`config.mk`:
```
export PLATFORM = sky130hd
export DESIGN_NAME = transducer_array_pulser
export DESIGN_NICKNAME = d
export VERILOG_FILES = /design/src/rtl/transducer_pkg.sv /design/src/rtl/pulser_channel.sv /design/src/rtl/transducer_array_pulser.sv
export SDC_FILE = /design/constraint.sdc
export NUM_CORES = 2
export LEC_CHECK = 0
export CAP_MARGIN = 20
export CORE_MARGIN = 2
export CORE_UTILIZATION = 55
export CTS_BUF_LIST = sky130_fd_sc_hd__clkbuf_4 sky130_fd_sc_hd__clkbuf_8
export DETAILED_ROUTE_END_ITERATION = 12
export GPL_TIMING_DRIVEN = 0
export MAX_ROUTING_LAYER = met4
export PLACE_DENSITY = 0.83
export SLEW_MARGIN = 10
export SYNTH_ARGS = -nofsm -noshare
export SYNTH_HDL_FRONTEND = slang
export SYNTH_HIERARCHICAL = 1
export SYNTH_SLANG_ARGS = --single-unit
```
`constraint.sdc`:
```
create_clock -name clk -period 11.95 [get_ports clk]
set_input_delay 3.585 -clock clk [delete_from_list [all_inputs] [get_ports clk]]
set_output_delay 3.585 -clock clk [all_outputs]
set_load 0.01 [all_outputs]
```
`src/rtl/transducer_pkg.sv`:
```
// Shared types and default widths for the multi-channel transducer pulser.
// Holds the global FSM state enum and the per-channel phase enum.
package transducer_pkg;

   localparam int DEF_N_CH       = 8;
   localparam int DEF_PD_W       = 16;
   localparam int DEF_CT_W       = 9;
   localparam int DEF_RT_W       = 9;
   localparam int DEF_BC_W       = 4;
   localparam int DEF_WDOG_LIMIT = 512;

   typedef enum logic [2:0] {IDLE, ARMED, FIRING, DONE, FAULT} state_t;

   typedef enum logic [1:0] {DELAY, HIGH, REST, FINISHED} phase_t;

endpackage

```
`src/rtl/pulser_channel.sv`:
```
// One transducer channel: phase delay, charge (high) time, burst with rest gaps,
// output mask and a consecutive-high watchdog.
module pulser_channel
   import transducer_pkg::*;
#(
   parameter int PD_W       = DEF_PD_W,
   parameter int CT_W       = DEF_CT_W,
   parameter int RT_W       = DEF_RT_W,
   parameter int BC_W       = DEF_BC_W,
   parameter int WDOG_LIMIT = DEF_WDOG_LIMIT
)(
   input  logic            clk,
   input  logic            rst,
   input  logic            start,
   input  logic            kill,
   input  logic            mask,
   input  logic [PD_W-1:0] phaseDelay,
   input  logic [CT_W-1:0] chargeTime,
   input  logic [RT_W-1:0] restTime,
   input  logic [BC_W-1:0] burstCount,
   output logic            txOut,
   output logic            doneNext,
   output logic            wdTrip
);

   localparam int WD_W = $clog2(WDOG_LIMIT + 1);
   localparam logic [WD_W-1:0] WD_LIMIT = WD_W'(WDOG_LIMIT);

   phase_t          phase, phaseNext;
   logic [PD_W-1:0] delayCnt, delayNext;
   logic [CT_W-1:0] highCnt, highNext;
   logic [RT_W-1:0] restCnt, restNext;
   logic [BC_W-1:0] burstLeft, burstNext;
   logic [WD_W-1:0] wdCnt, wdNext;
   logic            txNext;
   logic            maskReg;

   always_comb begin
      phaseNext = phase;
      delayNext = delayCnt;
      highNext  = highCnt;
      restNext  = restCnt;
      burstNext = burstLeft;
      txNext    = 1'b0;
      if (kill) begin
         phaseNext = FINISHED;
         delayNext = '0;
         highNext  = '0;
         restNext  = '0;
         burstNext = '0;
      end else if (start) begin
         phaseNext = DELAY;
         delayNext = phaseDelay;
         highNext  = '0;
         restNext  = '0;
         burstNext = (burstCount == '0) ? BC_W'(1) : burstCount;
      end else begin
         case (phase)
            DELAY: begin
               if (delayCnt != '0) begin
                  delayNext = delayCnt - 1'b1;
               end else if (chargeTime == '0) begin
                  phaseNext = FINISHED;
               end else begin
                  phaseNext = HIGH;
                  highNext  = chargeTime;
                  txNext    = ~maskReg;
               end
            end
            HIGH: begin
               if (highCnt > CT_W'(1)) begin
                  highNext = highCnt - 1'b1;
                  txNext   = ~maskReg;
               end else begin
                  highNext = '0;
                  if (burstLeft > BC_W'(1)) begin
                     phaseNext = REST;
                     burstNext = burstLeft - 1'b1;
                     restNext  = (restTime == '0) ? RT_W'(1) : restTime;
                  end else begin
                     phaseNext = FINISHED;
                     burstNext = '0;
                  end
               end
            end
            REST: begin
               if (restCnt > RT_W'(1)) begin
                  restNext = restCnt - 1'b1;
               end else begin
                  restNext  = '0;
                  phaseNext = HIGH;
                  highNext  = chargeTime;
                  txNext    = ~maskReg;
               end
            end
            default: ;
         endcase
      end
   end

   // Count includes the cycle being driven, so wdCnt equals k in the k-th high cycle.
   always_comb begin
      wdNext = '0;
      if (txNext) begin
         wdNext = (wdCnt == WD_LIMIT) ? wdCnt : wdCnt + 1'b1;
      end
   end

   always_ff @(posedge clk) begin
      if (!rst) begin
         phase     <= FINISHED;
         delayCnt  <= '0;
         highCnt   <= '0;
         restCnt   <= '0;
         burstLeft <= '0;
         wdCnt     <= '0;
         txOut     <= 1'b0;
         maskReg   <= 1'b0;
      end else begin
         phase     <= phaseNext;
         delayCnt  <= delayNext;
         highCnt   <= highNext;
         restCnt   <= restNext;
         burstLeft <= burstNext;
         wdCnt     <= wdNext;
         txOut     <= txNext;
         if (start) begin
            maskReg <= mask;
         end
      end
   end

   assign doneNext = (phaseNext == FINISHED);
   assign wdTrip   = (wdCnt == WD_LIMIT);

endmodule

```
`src/rtl/transducer_array_pulser.sv`:
```
// Multi-channel transducer pulser: global arm/fire FSM, configuration shadow
// registers, per-channel pulsers and fault/completion aggregation.
module transducer_array_pulser
   import transducer_pkg::*;
#(
   parameter int N_CH       = DEF_N_CH,
   parameter int PD_W       = DEF_PD_W,
   parameter int CT_W       = DEF_CT_W,
   parameter int RT_W       = DEF_RT_W,
   parameter int BC_W       = DEF_BC_W,
   parameter int WDOG_LIMIT = DEF_WDOG_LIMIT
)(
   input  logic                 clk,
   input  logic                 rst,
   input  logic                 arm,
   input  logic                 fire,
   input  logic                 abort,
   input  logic [N_CH-1:0]      ch_mask,
   input  logic [N_CH*PD_W-1:0] phase_delay,
   input  logic [CT_W-1:0]      charge_time,
   input  logic [RT_W-1:0]      rest_time,
   input  logic [BC_W-1:0]      burst_count,
   output logic [N_CH-1:0]      tx_out,
   output logic                 busy,
   output logic                 fire_complete,
   output logic                 warning,
   output logic [N_CH-1:0]      fault_ch
);

   state_t               state, stateNext;
   logic [N_CH*PD_W-1:0] delayShadow;
   logic [CT_W-1:0]      chargeShadow;
   logic [RT_W-1:0]      restShadow;
   logic [BC_W-1:0]      burstShadow;
   logic [N_CH-1:0]      maskShadow;
   logic [N_CH-1:0]      faultCh;
   logic [N_CH-1:0]      chTx, chDoneNext, chTrip;
   logic                 startFire, capture, killCh;

   // Watchdog fault outranks abort, which outranks arm/fire.
   always_comb begin
      stateNext = state;
      startFire = 1'b0;
      capture   = 1'b0;
      killCh    = 1'b0;
      if ((|chTrip) || state == FAULT) begin
         stateNext = FAULT;
         killCh    = 1'b1;
      end else if (abort && (state == ARMED || state == FIRING)) begin
         stateNext = IDLE;
         killCh    = 1'b1;
      end else begin
         case (state)
            IDLE, DONE: begin
               if (arm) begin
                  stateNext = ARMED;
                  capture   = 1'b1;
               end
            end
            ARMED: begin
               if (fire) begin
                  stateNext = FIRING;
                  startFire = 1'b1;
               end else if (arm) begin
                  capture = 1'b1;
               end
            end
            FIRING: begin
               if (&chDoneNext) begin
                  stateNext = DONE;
               end
            end
            default: ;
         endcase
      end
   end

   always_ff @(posedge clk) begin
      if (!rst) begin
         state        <= IDLE;
         delayShadow  <= '0;
         chargeShadow <= '0;
         restShadow   <= '0;
         burstShadow  <= '0;
         maskShadow   <= '0;
         faultCh      <= '0;
      end else begin
         state   <= stateNext;
         faultCh <= faultCh | chTrip;
         if (capture) begin
            delayShadow  <= phase_delay;
            chargeShadow <= charge_time;
            restShadow   <= rest_time;
            burstShadow  <= burst_count;
            maskShadow   <= ch_mask;
         end
      end
   end

   generate
      for (genvar gi = 0; gi < N_CH; gi++) begin : gChannel
         pulser_channel #(
            .PD_W       (PD_W),
            .CT_W       (CT_W),
            .RT_W       (RT_W),
            .BC_W       (BC_W),
            .WDOG_LIMIT (WDOG_LIMIT)
         ) uChannel (
            .clk        (clk),
            .rst        (rst),
            .start      (startFire),
            .kill       (killCh),
            .mask       (maskShadow[gi]),
            .phaseDelay (delayShadow[gi*PD_W +: PD_W]),
            .chargeTime (chargeShadow),
            .restTime   (restShadow),
            .burstCount (burstShadow),
            .txOut      (chTx[gi]),
            .doneNext   (chDoneNext[gi]),
            .wdTrip     (chTrip[gi])
         );
      end
   endgenerate

   assign tx_out        = chTx;
   assign busy          = (state == ARMED) || (state == FIRING);
   assign fire_complete = (state == IDLE) || (state == DONE);
   assign warning       = (state == FAULT);
   assign fault_ch      = faultCh;

endmodule

```
==> impl_metrics.ini <==
[synth]
ys_ff_latch = 585
netlist_top_cells_area = dfxtp_1 (37%), mux2i_1 (7.3%), nand2_1 (6.5%)
synth_edf_count = 0
synth_seq_area_share_pct = 37.0
netlist.area_leader.share_pct = 37.0
async_reset_ff_share_pct = 0
synthCells = 3826
synth_flop_cell = dfxtp_1
synth_warnings = 6
netlist_area_um2 = 31700
synth.avg_cell_area_um2 = 8.27
ys_types = 80
synth_fp_nets = 4061
synth_top_cell_by_area = dfxtp_1

[placement]
dp_slack_ns = 4.98
hpwlAfterDp_um = 61400
port_buffers = 181
globalplace.congestion = 0.955

[sta]
finClkSkew_ns = 0.0476
hold_viol = 0
rsz0062_at_grt = no
worst_hold_slack_ns = 0.449
setup_slack_ns = 5.59
tightest_slew_ns = 1.23
finalSetupViolCount = 0
post-route-min-period_ns = 6.36
slew_viol_final = 0
setup_tns_ns = 0
fmax_mhz = 157
fin_crit_sh_pct = 53.2
slew_headroom_pct = 18.2

[routing]
avgRoutedWirePerCell_um = 18.1
vias = 29900
ant_nets = 0
drcViolationCount = 0
first_pass_iters = 7
drtIter0Drc = 2805
routed_wl_um = 89800
vias_per_cell = 6.03

[finish]
final_common_cell = dfxtp_1
finalNetCount = 4357
area_growth_pct = 16.3
fillers = 4682
final_cell_mix = dfxtp_1 (585), nand2_1 (551), nor2_1 (309), o21ai_0 (279), a21oi_1 (236)
final_layout_size_suffix_gt1_share_pct = 8.82

[critical_path]
cp_max_fo = 15
r2r_start = gChannel[5].uChannel/wdCnt[0]
critPathCaptureType = flip-flop
worstPathRequired_ns = 12.56
worstSetupStartpoint = abort
start_kind = primary input
r2r_cells = 15
worstPathArrival_ns = 6.98
path_class = primary input to flip-flop

[cts]
post_cts_buffers = 0
cts_tree = done
clk_latency_ns = 0.72
post_cts_resized = 0
cts_sinks = 585
numCtsBuffers = 100
ctsHoldBuffers = 0
clk_pin_slew_ns = 0.06
h-tree-depth = 3
ctsLongestPathBuffers = 3
clockRootBuffer = clkbuf_8

[global_routing]
grt.total_usage_pct = 30.2
grt_first_pass_wirelength_um = 143000
grt_antenna_before_repair = 3
grt_pass1_vias = 27900
grt_max_degree = 27
overflow = 0

[floorplan]
die_area_um2 = 59500
die_w_um = 244
coreArea_um2 = 56600
row_count = 87
io_pins = 182
start_util_pct = 55.9
die_y_um = 244

[power]
vdd_ir_drop_max_mv = 0.110
p_leak_nw = 13.9
p_per_area_nw_per_um2 = 143

[worst_hold_path]
whs_path_depth = 1
hold_start = fault_ch[3]
worstHoldPathType = flip-flop to flip-flop

[outcome]
status = complete, no violations

[run]
max_cap_viol_count = 0
[final timing paths]
path | end | slack [ns]
max | gChannel[4].uChannel/restCnt[7] | 5.59
min | fault_ch[3] | 0.45
max reg2reg | gChannel[1].uChannel/highCnt[4] | 7.15
min reg2reg | fault_ch[3] | 0.45
[worst max-delay path, stage by stage]
cell and delay, ns:
clkdlybuf4s50_1 0.49, nor3b_1 0.20, or3_1 0.68, buf_16 0.30
nand2b_1 0.22, nor2_1 0.67, clkbuf_1 0.48, o21ai_0 0.19
a21oi_1 0.14
[power breakdown]
group | switching, mW | internal (mW)
clock | 0.828 | 1.13
combinational | 0.661 | 0.458
sequential | 0.145 | 2.06
[through the flow]
stage	cells	util [%]	instance area, um^2	total power [mW]
2_1_floorplan	3826	-	31700	2.98
3_3_place_gp	4763	60.8	34400	3.28
3_5_place_dp	4771	61.1	34600	3.31
4_1_cts	4944	64.9	36700	5.27
5_1_grt	4951	65.1	36800	5.51
6_report	4951	65.1	36800	5.28
[cell families (layout without fill, tap and decap cells)]
group	count (synthesis)	after routing	share of synthesized area [%]
buf+inv	302	669	4.19
fa+ha+maj	72	72	2.85
xor+xnor	209	209	5.78
compound gates	818	818	16.1
other cells	0	2	0
simple gates	1601	1601	26.5
mux	239	239	7.59
flops	585	585	37.0
[sequential cells by signal, summed over array words and instances, names as in the netlist, 16 cells and up]
| name | cells |
|---|---|
| gChannel.uChannel/delayCnt | 128 |
| gChannel.uChannel/highCnt | 72 |
| gChannel.uChannel/restCnt | 72 |
| delayShadow | 128 |
| gChannel.uChannel/wdCnt | 80 |
| gChannel.uChannel/burstLeft | 32 |
| gChannel.uChannel/phase | 16 |
[cells in the mapped netlist, drive strengths merged (7+ instances only)]
cell / n
nor4b: 23
or3: 21
ha: 72
nor3: 107
o21bai: 18
nor3b: 50
a211oi: 30
a21o: 10
xor2: 129
o21ai: 288
a31o: 10
a211o: 25
and3: 36
or2: 8
a21oi: 236
nand2b: 41
o311a: 7
o21a: 31
and2: 9
xnor2: 80
mux2i: 230
nand4b: 22
nand4: 59
o211ai: 20
a41o: 17
and4: 17
nand3b: 16
nand2: 556
a31oi: 43
nor4: 106
a221oi: 7
o31ai: 25
mux2: 9
nor2: 312
nand3: 141
nor2b: 32
or4: 42
buf: 53
clkbuf: 122
inv: 124
dfxtp: 585
[layout make-up]
cell class / count / area (um^2) / area share (%)
repair buffers: 194 / 2050 / 5.56
multi-input cells: 2939 / 18600 / 50.6
well taps: 756 / 946 / 2.57
inverters: 127 / 477 / 1.29
diodes: 2 / 5.00 / 0.0136
clock buffers: 153 / 1920 / 5.23
plain buffers: 175 / 851 / 2.31
flip-flops and latches: 585 / 11700 / 31.8
clock inverters: 20 / 241 / 0.656
[layer usage]
| layer | up-vias | global-route usage (%) | wire (um) | part of all wire, % |
|---|---|---|---|---|
| li1 | 14300 | - | - | - |
| met1 | 14000 | 37.9 | 37900 | 42 |
| met2 | 1280 | 46.4 | 40100 | 45 |
| met3 | 269 | 5.84 | 7740 | 8.6 |
| met4 | 0 | 14.7 | 4030 | 4.5 |
| met5 | - | - | 0 | 0 |
No activity file was read; power rests on OpenSTA's default activity.
